===== src/rtl/display_arbiter.sv =====
// Round-robin sharer of one 4-digit seven-segment driver among four requesters, with minimum dwell.
// Optional manual override (man_en/man_sel) is compiled in with DISPLAY_ARBITER_MANUAL_EN.
module display_arbiter #(
  parameter int unsigned DWELL_CYCLES  = 25000000,
  parameter logic [15:0] DEFAULT_VALUE = 16'h0000
) (
  input  logic        clk,
  input  logic        rst_n,
  input  logic [3:0]  req,
  input  logic [63:0] data,
`ifdef DISPLAY_ARBITER_MANUAL_EN
  input  logic        man_en,
  input  logic [1:0]  man_sel,
`endif
  output logic [3:0]  gnt,
  output logic [1:0]  src,
  output logic        busy,
  output logic        switch_p,
  output logic [15:0] digit
);

  typedef enum logic [1:0] {
    StIdle,
`ifdef DISPLAY_ARBITER_MANUAL_EN
    StManual,
`endif
    StGrant
  } state_e;

  state_e      state_q, state_d;
  logic [3:0]  gnt_q, gnt_d;
  logic [1:0]  src_q, src_d;
  logic [1:0]  last_q, last_d;
  logic        busy_q, busy_d;
  logic        switch_p_q, switch_p_d;
  logic [15:0] digit_q, digit_d;
  logic [31:0] cnt_q, cnt_d;

  logic        pick_valid;
  logic [1:0]  pick_idx;
  logic [1:0]  cand;
  logic        expiry;

  // First requester strictly after last_q, wrapping; last_q itself is tried last.
  always_comb begin
    pick_valid = 1'b0;
    pick_idx   = last_q;
    cand       = last_q;
    for (int k = 1; k <= 4; k++) begin
      cand = last_q + 2'(k);
      if (!pick_valid && req[cand]) begin
        pick_valid = 1'b1;
        pick_idx   = cand;
      end
    end
  end

  assign expiry = (cnt_q == DWELL_CYCLES - 32'd1);

  always_comb begin
    state_d    = state_q;
    gnt_d      = gnt_q;
    src_d      = src_q;
    last_d     = last_q;
    busy_d     = busy_q;
    switch_p_d = 1'b0;
    digit_d    = digit_q;
    cnt_d      = cnt_q;
`ifdef DISPLAY_ARBITER_MANUAL_EN
    if (man_en) begin
      state_d = StManual;
      gnt_d   = 4'b0000;
      busy_d  = 1'b1;
      src_d   = man_sel;
      digit_d = data[{man_sel, 4'b0000} +: 16];
      cnt_d   = 32'd0;
    end else begin
`else
    begin
`endif
      unique case (state_q)
        StIdle: begin
          if (pick_valid) begin
            state_d    = StGrant;
            gnt_d      = 4'b0001 << pick_idx;
            src_d      = pick_idx;
            last_d     = pick_idx;
            busy_d     = 1'b1;
            switch_p_d = 1'b1;
            digit_d    = data[{pick_idx, 4'b0000} +: 16];
            cnt_d      = 32'd0;
          end else begin
            gnt_d   = 4'b0000;
            busy_d  = 1'b0;
            digit_d = DEFAULT_VALUE;
          end
        end
        StGrant: begin
          if (expiry) begin
            cnt_d = 32'd0;
            if (pick_valid) begin
              gnt_d      = 4'b0001 << pick_idx;
              src_d      = pick_idx;
              last_d     = pick_idx;
              switch_p_d = (pick_idx != src_q);
              digit_d    = data[{pick_idx, 4'b0000} +: 16];
            end else begin
              state_d = StIdle;
              gnt_d   = 4'b0000;
              busy_d  = 1'b0;
              digit_d = DEFAULT_VALUE;
            end
          end else begin
            cnt_d = cnt_q + 32'd1;
            // A dropped request freezes the shown word until the dwell runs out.
            if (req[src_q]) digit_d = data[{src_q, 4'b0000} +: 16];
          end
        end
`ifdef DISPLAY_ARBITER_MANUAL_EN
        StManual: begin
          state_d = StIdle;
          gnt_d   = 4'b0000;
          busy_d  = 1'b0;
          digit_d = DEFAULT_VALUE;
          cnt_d   = 32'd0;
        end
`endif
        default: begin
          state_d = StIdle;
          gnt_d   = 4'b0000;
          busy_d  = 1'b0;
          digit_d = DEFAULT_VALUE;
          cnt_d   = 32'd0;
        end
      endcase
    end
  end

  always_ff @(posedge clk or negedge rst_n) begin
    if (!rst_n) begin
      state_q    <= StIdle;
      gnt_q      <= 4'b0000;
      src_q      <= 2'd0;
      last_q     <= 2'd3;
      busy_q     <= 1'b0;
      switch_p_q <= 1'b0;
      digit_q    <= DEFAULT_VALUE;
      cnt_q      <= 32'd0;
    end else begin
      state_q    <= state_d;
      gnt_q      <= gnt_d;
      src_q      <= src_d;
      last_q     <= last_d;
      busy_q     <= busy_d;
      switch_p_q <= switch_p_d;
      digit_q    <= digit_d;
      cnt_q      <= cnt_d;
    end
  end

  assign gnt      = gnt_q;
  assign src      = src_q;
  assign busy     = busy_q;
  assign switch_p = switch_p_q;
  assign digit    = digit_q;

endmodule

===== config.mk =====
export PLATFORM = sky130hd
export DESIGN_NAME = display_arbiter
export DESIGN_NICKNAME = d
export VERILOG_FILES = /design/src/rtl/display_arbiter.sv
export SDC_FILE = /design/constraint.sdc
export NUM_CORES = 1
export LEC_CHECK = 0
export BUFFER_PORTS_ARGS = -buffer_cell sky130_fd_sc_hd__buf_4
export CAP_MARGIN = 30
export CORE_ASPECT_RATIO = 0.75
export CORE_MARGIN = 3
export CORE_UTILIZATION = 30
export DETAILED_ROUTE_END_ITERATION = 6
export GPL_TIMING_DRIVEN = 0
export RECOVER_POWER = 100
export SLEW_MARGIN = 20
export SYNTH_ARGS = -nofsm -noshare
export SYNTH_HDL_FRONTEND = slang
export SYNTH_SLANG_ARGS = --single-unit

===== constraint.sdc =====
create_clock -name clk -period 3 [get_ports clk]
set_input_delay 0.15 -clock clk [delete_from_list [all_inputs] [get_ports clk]]
set_output_delay 0.15 -clock clk [all_outputs]
set_load 0.02 [all_outputs]

==> flow_metrics.py, run 1 <==
metrics = {
    "status": {
        "run_status": "finished, violations left",
        "violations": "DRC, capacitance limit, slew limit",
    },
    "logic_synthesis": {
        "yosys.area.top_type_share": 0.3650,
        "synth_top_family_by_area": "compound AO/OA/AOI/OAI gates",
        "ys_warn_count": 0,
        "yosysSeqAreaShare": 0.3785,
        "syn_inst": 379,
        "synth_compound_area_frac": 0.2040,
        "synthXorXnorAreaFrac": 0.008966,
        "synthSimpleGateAreaFrac": 0.1607,
        "synth_area_um2": 3907,
        "synth-seq-cells": 59,
        "synth_edf_count": 0,
        "async_reset_ff_frac": 1.000,
        "synth.area.mux_share": 0.1953,
        "synthAdderAreaFrac": 0.003202,
        "postSynthAreaPerCell_um2": 10.31,
        "ys.flop_type": "dfrtp_1",
        "yosysUniqueCellTypes": 53,
        "yosys-top-cells-area": "dfrtp_1 (37%), mux4_2 (9.8%), mux2i_1 (5.1%), mux2_2 (4.6%), a222oi_1 (4.1%)",
        "syn-num-nets": 450,
        "synth_top_cell_by_area": "dfrtp_1",
    },
    "timing": {
        "setup_viol": 0,
        "finClkSkew_ns": 0.005096,
        "finalWorstSetupSlack_ns": 0.3542,
        "final_hold_viol_count": 0,
        "clock.fmax_ghz": 0.3780,
        "min_period_over_period": 0.8819,
        "holdWs_ns": 0.1395,
        "rsz0062_at_grt": "no",
        "finalCriticalPeriod_ns": 2.646,
        "final.setup.tns_ns": 0,
        "slew_viol_final": 60,
        "tightest_slew_ns": 1.518,
        "maxSlewHeadroom": -0.01178,
    },
    "worst_setup_path": {
        "crit_fanout": 10,
        "crit_start": "cnt_q[8]",
        "setup.worst_path.class": "flop to flop",
        "critPathRequiredTime_ns": 3.20,
        "worstSetupEndpointType": "flop",
        "cp.arrival_ns": 2.84,
        "reg2reg_slack_ns": 0.35,
        "worstRegToRegCells": 7,
        "r2r_end": "digit[10]",
        "start_kind": "flop",
        "r2r_start": "cnt_q[8]",
    },
    "die": {
        "row_count": 35,
        "dieHeight_um": 104.8,
        "die_w_um": 137.8,
        "io_pins": 94,
        "initial_core_util": 0.3120,
        "dieArea_um2": 14440,
        "core-area_um2": 12520,
    },
    "global_routing": {
        "grt_max_degree": 60,
        "grt-ovfl-total": 0,
        "antenna_found_initial": 0,
        "grt_pass1_vias": 3664,
        "track_usage": 0.1693,
        "grt_pass1_wl_um": 19430,
    },
    "power": {
        "p_leak_uw": 0.002164,
        "switching_share": 0.2683,
        "p_per_area_nw_per_um2": 482.5,
        "switchingPower_uw": 647.7,
        "p_seq_frac": 0.360,
        "combPwrFrac": 0.192,
        "p_int_uw": 1767,
        "p_clk_frac": 0.448,
        "ir_drop_mv": 0.3693,
    },
    "finish": {
        "nets": 556,
        "drive_above_1_share": 0.3061,
        "fillers": 1267,
        "final_common_cell": "buf_4",
        "area_delta_synth_final_pct": 28.05,
        "seq_area_um2": 1479,
        "diodes": 0,
        "final_cell_mix": "buf_4 (69), dfrtp_1 (57), clkbuf_1 (33), nand2_1 (26)",
        "multiInputGateArea_um2": 2202,
    },
    "clock_network": {
        "clock-sinks": 59,
        "cts_resized": 0,
        "numCtsBuffers": 9,
        "clock_path_buffers": 2,
        "cts.clk_slew.worst_paths_ns": 0.05,
        "htree_num_levels": 3,
        "cts.root.buffer_cell": "clkbuf_16",
        "insertion_delay_ns": 0.33,
        "cts_tree": "built",
    },
    "route": {
        "avgViaCountPerCell": 5.748,
        "drt-total-wl_um": 12220,
        "num_vias": 3771,
        "drt_pass1_iterations": 7,
        "detail-route-antenna-nets": 0,
        "post_drt_wl_per_cell_um": 18.63,
        "drt-initial-drc-count": 395,
        "drc": 2,
    },
    "place": {
        "place_congestion": 0.8179,
        "hpwl_um": 9035,
        "portBuffers": 93,
        "place_ws_ns": 0.4925,
    },
    "worst_hold_path": {
        "worstHoldPathCells": 3,
        "holdPathEnd": "digit[13]",
        "hp-class": "primary input to flop",
        "min_from": "data[61]",
    },
    "job": {
        "maxCapViolations": 1,
    },
}
## state kept, by name, summed over array words and instances (netlist names)
name	cells
busy	1
cnt_q	32
digit	16
gnt	4
last_q	2
src	2
state_q	1
switch_p	1
## power by group through the flow
stage                     Clock (uW)  Combinational (uW)  Sequential, uW
after floorplan                    0                 225             933
after global placement             0                 496             880
after detailed placement           0                 501             883
after CTS                       1100                 504             870
after global routing            1130                 500             873
final                           1080                 464             869
## metrics by stage
step / cell area (um^2) / total power, uW / cells / util
final: 5004 / 2414 / 656 / 0.3995
after global routing: 5004 / 2502 / 656 / 0.3995
after CTS: 5137 / 2478 / 655 / 0.4102
after detailed placement: 4813 / 1384 / 638 / 0.3843
after global placement: 4813 / 1377 / 638 / 0.3843
after floorplan: 3908 / 1158 / 379 / -
## cells in the mapped netlist, types with 2 or more instances
library cell,number
dfrtp_1,57
nand2_1,26
mux2i_1,20
nand3_1,19
o21ai_0,19
a21oi_1,17
mux4_2,17
o22ai_1,17
a222oi_1,16
buf_2,16
mux2_2,16
a31oi_1,14
inv_1,13
nor2_1,10
or3_1,10
clkbuf_1,9
nand4_1,9
nor3_1,9
a21o_1,5
a41oi_1,4
or4_1,4
a22o_1,3
and3_1,3
nand2b_1,3
nor4_2,3
o21a_1,3
o31ai_2,3
xor2_1,3
and4_1,2
buf_6,2
dfstp_2,2
nor2b_1,2
nor3b_1,2
o21ai_1,2
## final cells by class
type / count / area share
Multi-Input combinational cell: 279 / 0.4401
Sequential cell: 59 / 0.2956
Timing Repair Buffer: 95 / 0.1240
Clock buffer: 12 / 0.05326
Tap cell: 166 / 0.04151
Buffer: 28 / 0.02626
Inverter: 13 / 0.009752
Clock inverter: 4 / 0.009502
## worst max path at each step
stage / end / slack [ns]
2_1_floorplan: digit[11] / 0.85
3_3_place_gp: digit[12] / 0.52
3_5_place_dp: digit[9] / 0.49
4_1_cts: digit[15] / 0.46
5_1_grt: digit[7] / 0.15
6_report: digit[10] / 0.35
## worst max-delay path: stages, from the launching register on
cell	delay [ns]
dfrtp_1	0.36
buf_2	0.17
or4b_1	0.54
nor4_1	0.48
a31o_2	0.36
buf_4	0.21
clkbuf_2	0.25
o22ai_1	0.13
## kinds of logic (layout without fill, tap and decap cells)
logic type	after synthesis	count (layout)
AO/OA/AOI/OAI	111	111
XOR/XNOR	4	4
adder cells (fa/ha/maj)	1	1
multiplexers	53	53
flip-flops	59	59
buffers and inverters	41	152
AND/OR/NAND/NOR	110	110
## metal layers
layer,vias to the layer above,GRT usage,routed length (um)
met3,25,0.03272,719
met2,164,0.2270,5330
met1,1859,0.2671,5905
met4,0,0.05712,268
met5,-,0,0
li1,1723,-,-
## repair_timing
item | CTS | global route
buffers inserted | 0 | 0
hold buffers | 1 | 0
endpoints found under the hold margin | 57 | 0
(Power assumes the default switching activity.)
==> run 2, diff against run 1 <==
--- a/config.mk
+++ b/config.mk
@@ -10,6 +10,7 @@
 export CORE_ASPECT_RATIO = 0.75
 export CORE_MARGIN = 3
 export CORE_UTILIZATION = 30
+export CTS_BUF_LIST = sky130_fd_sc_hd__clkbuf_4
 export DETAILED_ROUTE_END_ITERATION = 6
 export GPL_TIMING_DRIVEN = 0
 export RECOVER_POWER = 100
==> run 2 against run 1 <==
Effect of this change:
- the flow still finishes with violations (DRC, capacitance limit, slew limit)
- flip-flop and latch count unchanged
- first-iteration DRC count up 2.0%
- setup slack worse by 0.019 ns
- global-route usage down 0.10 points
- hold slack worse by 0.080 ns
- via count down 0.56%
- fmax down 0.70%
- critical endpoint is now cnt_q[28]
- largest power group is now registers
==> flow_metrics.py, run 2 (same netlist as run 1, synthesis figures left out) <==
metrics = {
    "place": {
        "hpwl_um": 9035,
        "place_congestion": 0.8179,
        "place_ws_ns": 0.4925,
        "portBuffers": 93,
    },
    "die": {
        "dieHeight_um": 104.8,
        "dieArea_um2": 14440,
        "initial_core_util": 0.3120,
        "core-area_um2": 12520,
        "io_pins": 94,
        "die_w_um": 137.8,
        "row_count": 35,
    },
    "power": {
        "p_per_area_nw_per_um2": 391.4,
        "p_seq_frac": 0.460,
        "p_int_uw": 1300,
        "p_clk_frac": 0.294,
        "switching_share": 0.3104,
        "p_leak_uw": 0.002077,
        "combPwrFrac": 0.246,
        "power.total_uw": 1885,
        "ir_drop_mv": 0.1954,
        "switchingPower_uw": 585.0,
    },
    "timing": {
        "maxSlewHeadroom": -0.03073,
        "finClkSkew_ns": 0.01442,
        "holdWs_ns": 0.05976,
        "finalWorstSetupSlack_ns": 0.3355,
        "clock.fmax_ghz": 0.3753,
        "final_hold_viol_count": 0,
        "final.setup.tns_ns": 0,
        "setup_viol": 0,
        "slew_viol_final": 60,
        "min_period_over_period": 0.8882,
        "tightest_slew_ns": 1.546,
        "rsz0062_at_grt": "no",
        "finalCriticalPeriod_ns": 2.664,
    },
    "clock_network": {
        "insertion_delay_ns": 0.41,
        "clock_path_buffers": 2,
        "cts_resized": 0,
        "cts_tree": "built",
        "cts.root.buffer_cell": "clkbuf_4",
        "htree_num_levels": 3,
        "numCtsBuffers": 9,
        "clock-sinks": 59,
        "cts.clk_slew.worst_paths_ns": 0.11,
    },
    "finish": {
        "multiInputGateArea_um2": 2202,
        "largest-register": "cnt_q",
        "final_cell_mix": "buf_4 (69), dfrtp_1 (57), clkbuf_1 (33), nand2_1 (26)",
        "drive_above_1_share": 0.2980,
        "final_common_cell": "buf_4",
        "area_delta_synth_final_pct": 23.25,
        "largest_reg_flops": 32,
        "diodes": 0,
        "fillers": 1290,
        "nets": 556,
        "seq_area_um2": 1479,
    },
    "status": {
        "violations": "DRC, capacitance limit, slew limit",
        "run_status": "finished, violations left",
    },
    "worst_setup_path": {
        "critical_path.max_stage_delay_ns": 0.56,
        "start_kind": "flop",
        "critPathSlowestCell": "or4_1",
        "cpLargestDelayFamily": "simple AND/OR/NAND/NOR gates",
        "cp.arrival_ns": 2.96,
        "critPathRequiredTime_ns": 3.29,
        "setup.worst_path.class": "flop to flop",
        "crit_top_cell": "buf_2",
        "crit_fanout": 10,
        "critPathBufInv": 2,
        "crit_path_cell_trace": "or4_1, nor4_1, a31oi_1, buf_2, buf_2, a21oi_1, o22ai_1",
        "worstSetupEndpointType": "flop",
    },
    "route": {
        "post_drt_wl_per_cell_um": 18.56,
        "detail-route-antenna-nets": 0,
        "num_vias": 3750,
        "drt_pass1_iterations": 7,
        "drc": 14,
        "drt-total-wl_um": 12170,
        "drt-initial-drc-count": 403,
        "avgViaCountPerCell": 5.716,
    },
    "global_routing": {
        "track_usage": 0.1683,
        "grt_max_degree": 60,
        "grt_pass1_vias": 3663,
        "antenna_found_initial": 0,
        "grt_pass1_wl_um": 19400,
        "grt-ovfl-total": 0,
    },
    "worst_hold_path": {
        "hp-class": "primary input to flop",
    },
    "job": {
        "maxCapViolations": 1,
    },
}
[run 2: cell type report]
| class | instances | area share |
|---|---|---|
| buffer | 28 | 0.02728 |
| inverter | 13 | 0.01013 |
| clock inverter | 7 | 0.01221 |
| multi-input combinational | 279 | 0.4573 |
| tap | 166 | 0.04313 |
| timing repair buffer | 95 | 0.1289 |
| sequential | 59 | 0.3071 |
| clock buffer | 9 | 0.01403 |
[run 2: power by group through the flow]
stage	Sequential, uW	Clock (uW)	Combinational, uW
after global routing	872	603	499
after floorplan	933	0	225
after global placement	880	0	496
after CTS	868	572	504
final	867	554	464
after detailed placement	883	0	501
[run 2: worst paths after layout]
kind,start,endpoint,slack (ns),cells after the start
min in group asynchronous,rst_n,digit[0],0.63,2
worst min-delay path,data[29],digit[13],0.06,3
worst max-delay path,cnt_q[9],cnt_q[28],0.34,7
max in group asynchronous,rst_n,cnt_q[19],1.43,2
worst max register to register,cnt_q[9],cnt_q[28],0.34,7
worst min register to register,cnt_q[29],cnt_q[29],0.49,1
[run 2: worst register-to-register path: stages, from the launching register on]
cell	delay, ns
dfrtp_1	0.47
or4_1	0.56
nor4_1	0.54
a31oi_1	0.19
buf_2	0.25
buf_2	0.24
a21oi_1	0.18
o22ai_1	0.12
[run 2: metal layers]
metal  track usage  part of all wire  wire, um  up-vias
li1              -                 -         -     1729
met1        0.2655              0.49      6003     1881
met2        0.2288              0.44      5314      126
met3       0.03272             0.054       652       14
met4       0.05007             0.017       204        0
met5             0                 0         0        -
[run 2: through the flow]
step	util	cell area [um^2]	std cells
after global routing	0.3845	4816	656
after floorplan	-	3908	379
after CTS	0.3952	4950	655
after global placement	0.3843	4813	638
after detailed placement	0.3843	4813	638
final	0.3845	4816	656
[run 2: what timing repair did]
item | CTS | global route
buffers inserted | 0 | 0
hold buffers | 1 | 0
endpoints found under the hold margin | 57 | 0
==> run 3, diff against run 2 <==
--- a/config.mk
+++ b/config.mk
@@ -9,7 +9,7 @@
 export CAP_MARGIN = 30
 export CORE_ASPECT_RATIO = 0.75
 export CORE_MARGIN = 3
-export CORE_UTILIZATION = 30
+export CORE_UTILIZATION = 40
 export CTS_BUF_LIST = sky130_fd_sc_hd__clkbuf_4
 export DETAILED_ROUTE_END_ITERATION = 6
 export GPL_TIMING_DRIVEN = 0
==> run 3 against run 2 <==
Effect of this change:
- the run ends with capacitance limit, slew limit left
- clock power down 15%
- wire length down 4.2%
- die area down 24%
- clock-buffer cell count up 2
- first-iteration DRC count down 0.99%
- clock skew down 0.0031 ns
- non-clock buffer count down 1
- final area down 1.5%
- cell count down 5.9%
- core utilization up 13 points
- largest cell class unchanged
- highest routed layer unchanged
==> flow_metrics.py, run 3 (same netlist as run 1, synthesis figures left out) <==
metrics = {
    "power": {
        "p_leak_uw": 0.002065,
        "p_clk_frac": 0.262,
        "power.total_uw": 1796,
        "combPwrFrac": 0.256,
        "switching_share": 0.3129,
        "p_seq_frac": 0.482,
        "ir_drop_mv": 0.1294,
        "p_int_uw": 1234,
        "switchingPower_uw": 562.0,
        "p_per_area_nw_per_um2": 378.7,
    },
    "global_routing": {
        "grt_pass1_vias": 3532,
        "grt_pass1_wl_um": 18640,
        "grt_max_degree": 60,
        "antenna_found_initial": 0,
        "track_usage": 0.2122,
        "grt-ovfl-total": 0,
    },
    "status": {
        "violations": "capacitance limit, slew limit",
        "run_status": "finished, violations left",
    },
    "route": {
        "drt-initial-drc-count": 399,
        "drt-total-wl_um": 11660,
        "drt_pass1_iterations": 6,
        "drc": 0,
        "avgViaCountPerCell": 6.013,
        "num_vias": 3710,
        "post_drt_wl_per_cell_um": 18.90,
        "detail-route-antenna-nets": 0,
    },
    "timing": {
        "setup_viol": 0,
        "slew_viol_final": 60,
        "clock.fmax_ghz": 0.3714,
        "min_period_over_period": 0.8976,
        "final.setup.tns_ns": 0,
        "final_hold_viol_count": 0,
        "tightest_slew_ns": 1.563,
        "maxSlewHeadroom": -0.04221,
        "rsz0062_at_grt": "no",
        "finClkSkew_ns": 0.01131,
        "finalCriticalPeriod_ns": 2.693,
    },
    "clock_network": {
        "cts.clk_slew.worst_paths_ns": 0.10,
        "numCtsBuffers": 9,
        "cts.root.buffer_cell": "clkbuf_4",
        "insertion_delay_ns": 0.40,
        "cts_tree": "built",
        "clock-sinks": 59,
        "clock_path_buffers": 2,
        "htree_num_levels": 3,
    },
    "die": {
        "dieArea_um2": 11000,
        "dieHeight_um": 91.60,
        "row_count": 30,
        "io_pins": 94,
        "core-area_um2": 9271,
        "die_w_um": 120.1,
        "initial_core_util": 0.4215,
    },
    "place": {
        "portBuffers": 93,
        "place_congestion": 0.8585,
        "hpwl_um": 8322,
    },
    "finish": {
        "final_cell_mix": "buf_4 (69), dfrtp_1 (57), clkbuf_1 (34), nand2_1 (26), o21ai_0 (21)",
        "nets": 555,
        "largest-register": "cnt_q",
        "area_delta_synth_final_pct": 21.39,
        "largest_reg_flops": 32,
        "fin_util": 0.5116,
        "diodes": 0,
        "drive_above_1_share": 0.2965,
        "final_common_cell": "buf_4",
        "fillers": 895,
    },
    "worst_setup_path": {
        "cp.arrival_ns": 2.97,
        "critPathRequiredTime_ns": 3.28,
        "start_kind": "flop",
        "worstSetupEndpointType": "flop",
        "setup.worst_path.class": "flop to flop",
        "crit_fanout": 10,
    },
    "worst_hold_path": {
        "hp-class": "primary input to flop",
    },
    "job": {
        "maxCapViolations": 1,
    },
}
==> run 3: power groups by stage <==
| stage | sequential [uW] | clock (uW) | combinational, uW |
|---|---|---|---|
| 6_report | 866 | 471 | 460 |
| 5_1_grt | 871 | 529 | 499 |
| 4_1_cts | 866 | 495 | 498 |
| 3_5_place_dp | 882 | 0 | 496 |
| 3_3_place_gp | 881 | 0 | 490 |
| 2_1_floorplan | 933 | 0 | 225 |
==> run 3: through the flow <==
stage                     instances  setup slack (ns)  area [um^2]  hold slack [ns]
after global placement          600            0.5382         4766           0.2828
after detailed placement        600            0.5111         4766           0.2926
after floorplan                 379            0.8496         3908          -0.1456
after global routing            617            0.1662         4743          0.05176
after CTS                       617            0.4889         4878          0.02966
final                           617            0.3071         4743          0.06239
==> run 3: what timing repair did <==
action / CTS / global route
hold endpoints to repair: 57 / 0
buffers inserted: 0 / 0
resized for setup: 0 / 0
hold buffers: 1 / 0
==> run 3: cell type report <==
type,instances,area [um^2],area share
inverter,13,48.80,0.01029
sequential,59,1479,0.3118
tap,128,160.2,0.03376
buffer,28,130.1,0.02743
clock inverter,5,20.02,0.004221
multi-input combinational,279,2207,0.4653
timing repair buffer,94,615.6,0.1298
clock buffer,11,82.58,0.01741
==> run 3: final timing paths <==
kind | startpoint | endpoint | slack, ns | depth (start not counted)
max in group asynchronous | rst_n | digit[12] | 1.39 | 2
worst max register to register | cnt_q[9] | digit[10] | 0.31 | 6
worst min-delay path | data[63] | digit[15] | 0.06 | 3
min in group asynchronous | rst_n | digit[4] | 0.65 | 2
worst max-delay path | cnt_q[9] | digit[10] | 0.31 | 6
worst min register to register | busy | busy | 0.50 | 1
==> run 3: routing by layer <==
layer  global-route usage  vias to the layer above  wire, um
li1                     -                     1717         -
met1               0.3240                     1840      5581
met2               0.3067                      140      5242
met3              0.03985                       13       691
met4              0.05529                        0       145
met5                    0                        -         0
==> run 3: critical path, cell delays in order (launching register included) <==
cell      delay [ns]
dfrtp_1         0.46
or4_4           0.55
nor4_1          0.52
a31o_2          0.38
buf_4           0.22
clkbuf_2        0.29
o22ai_1         0.15
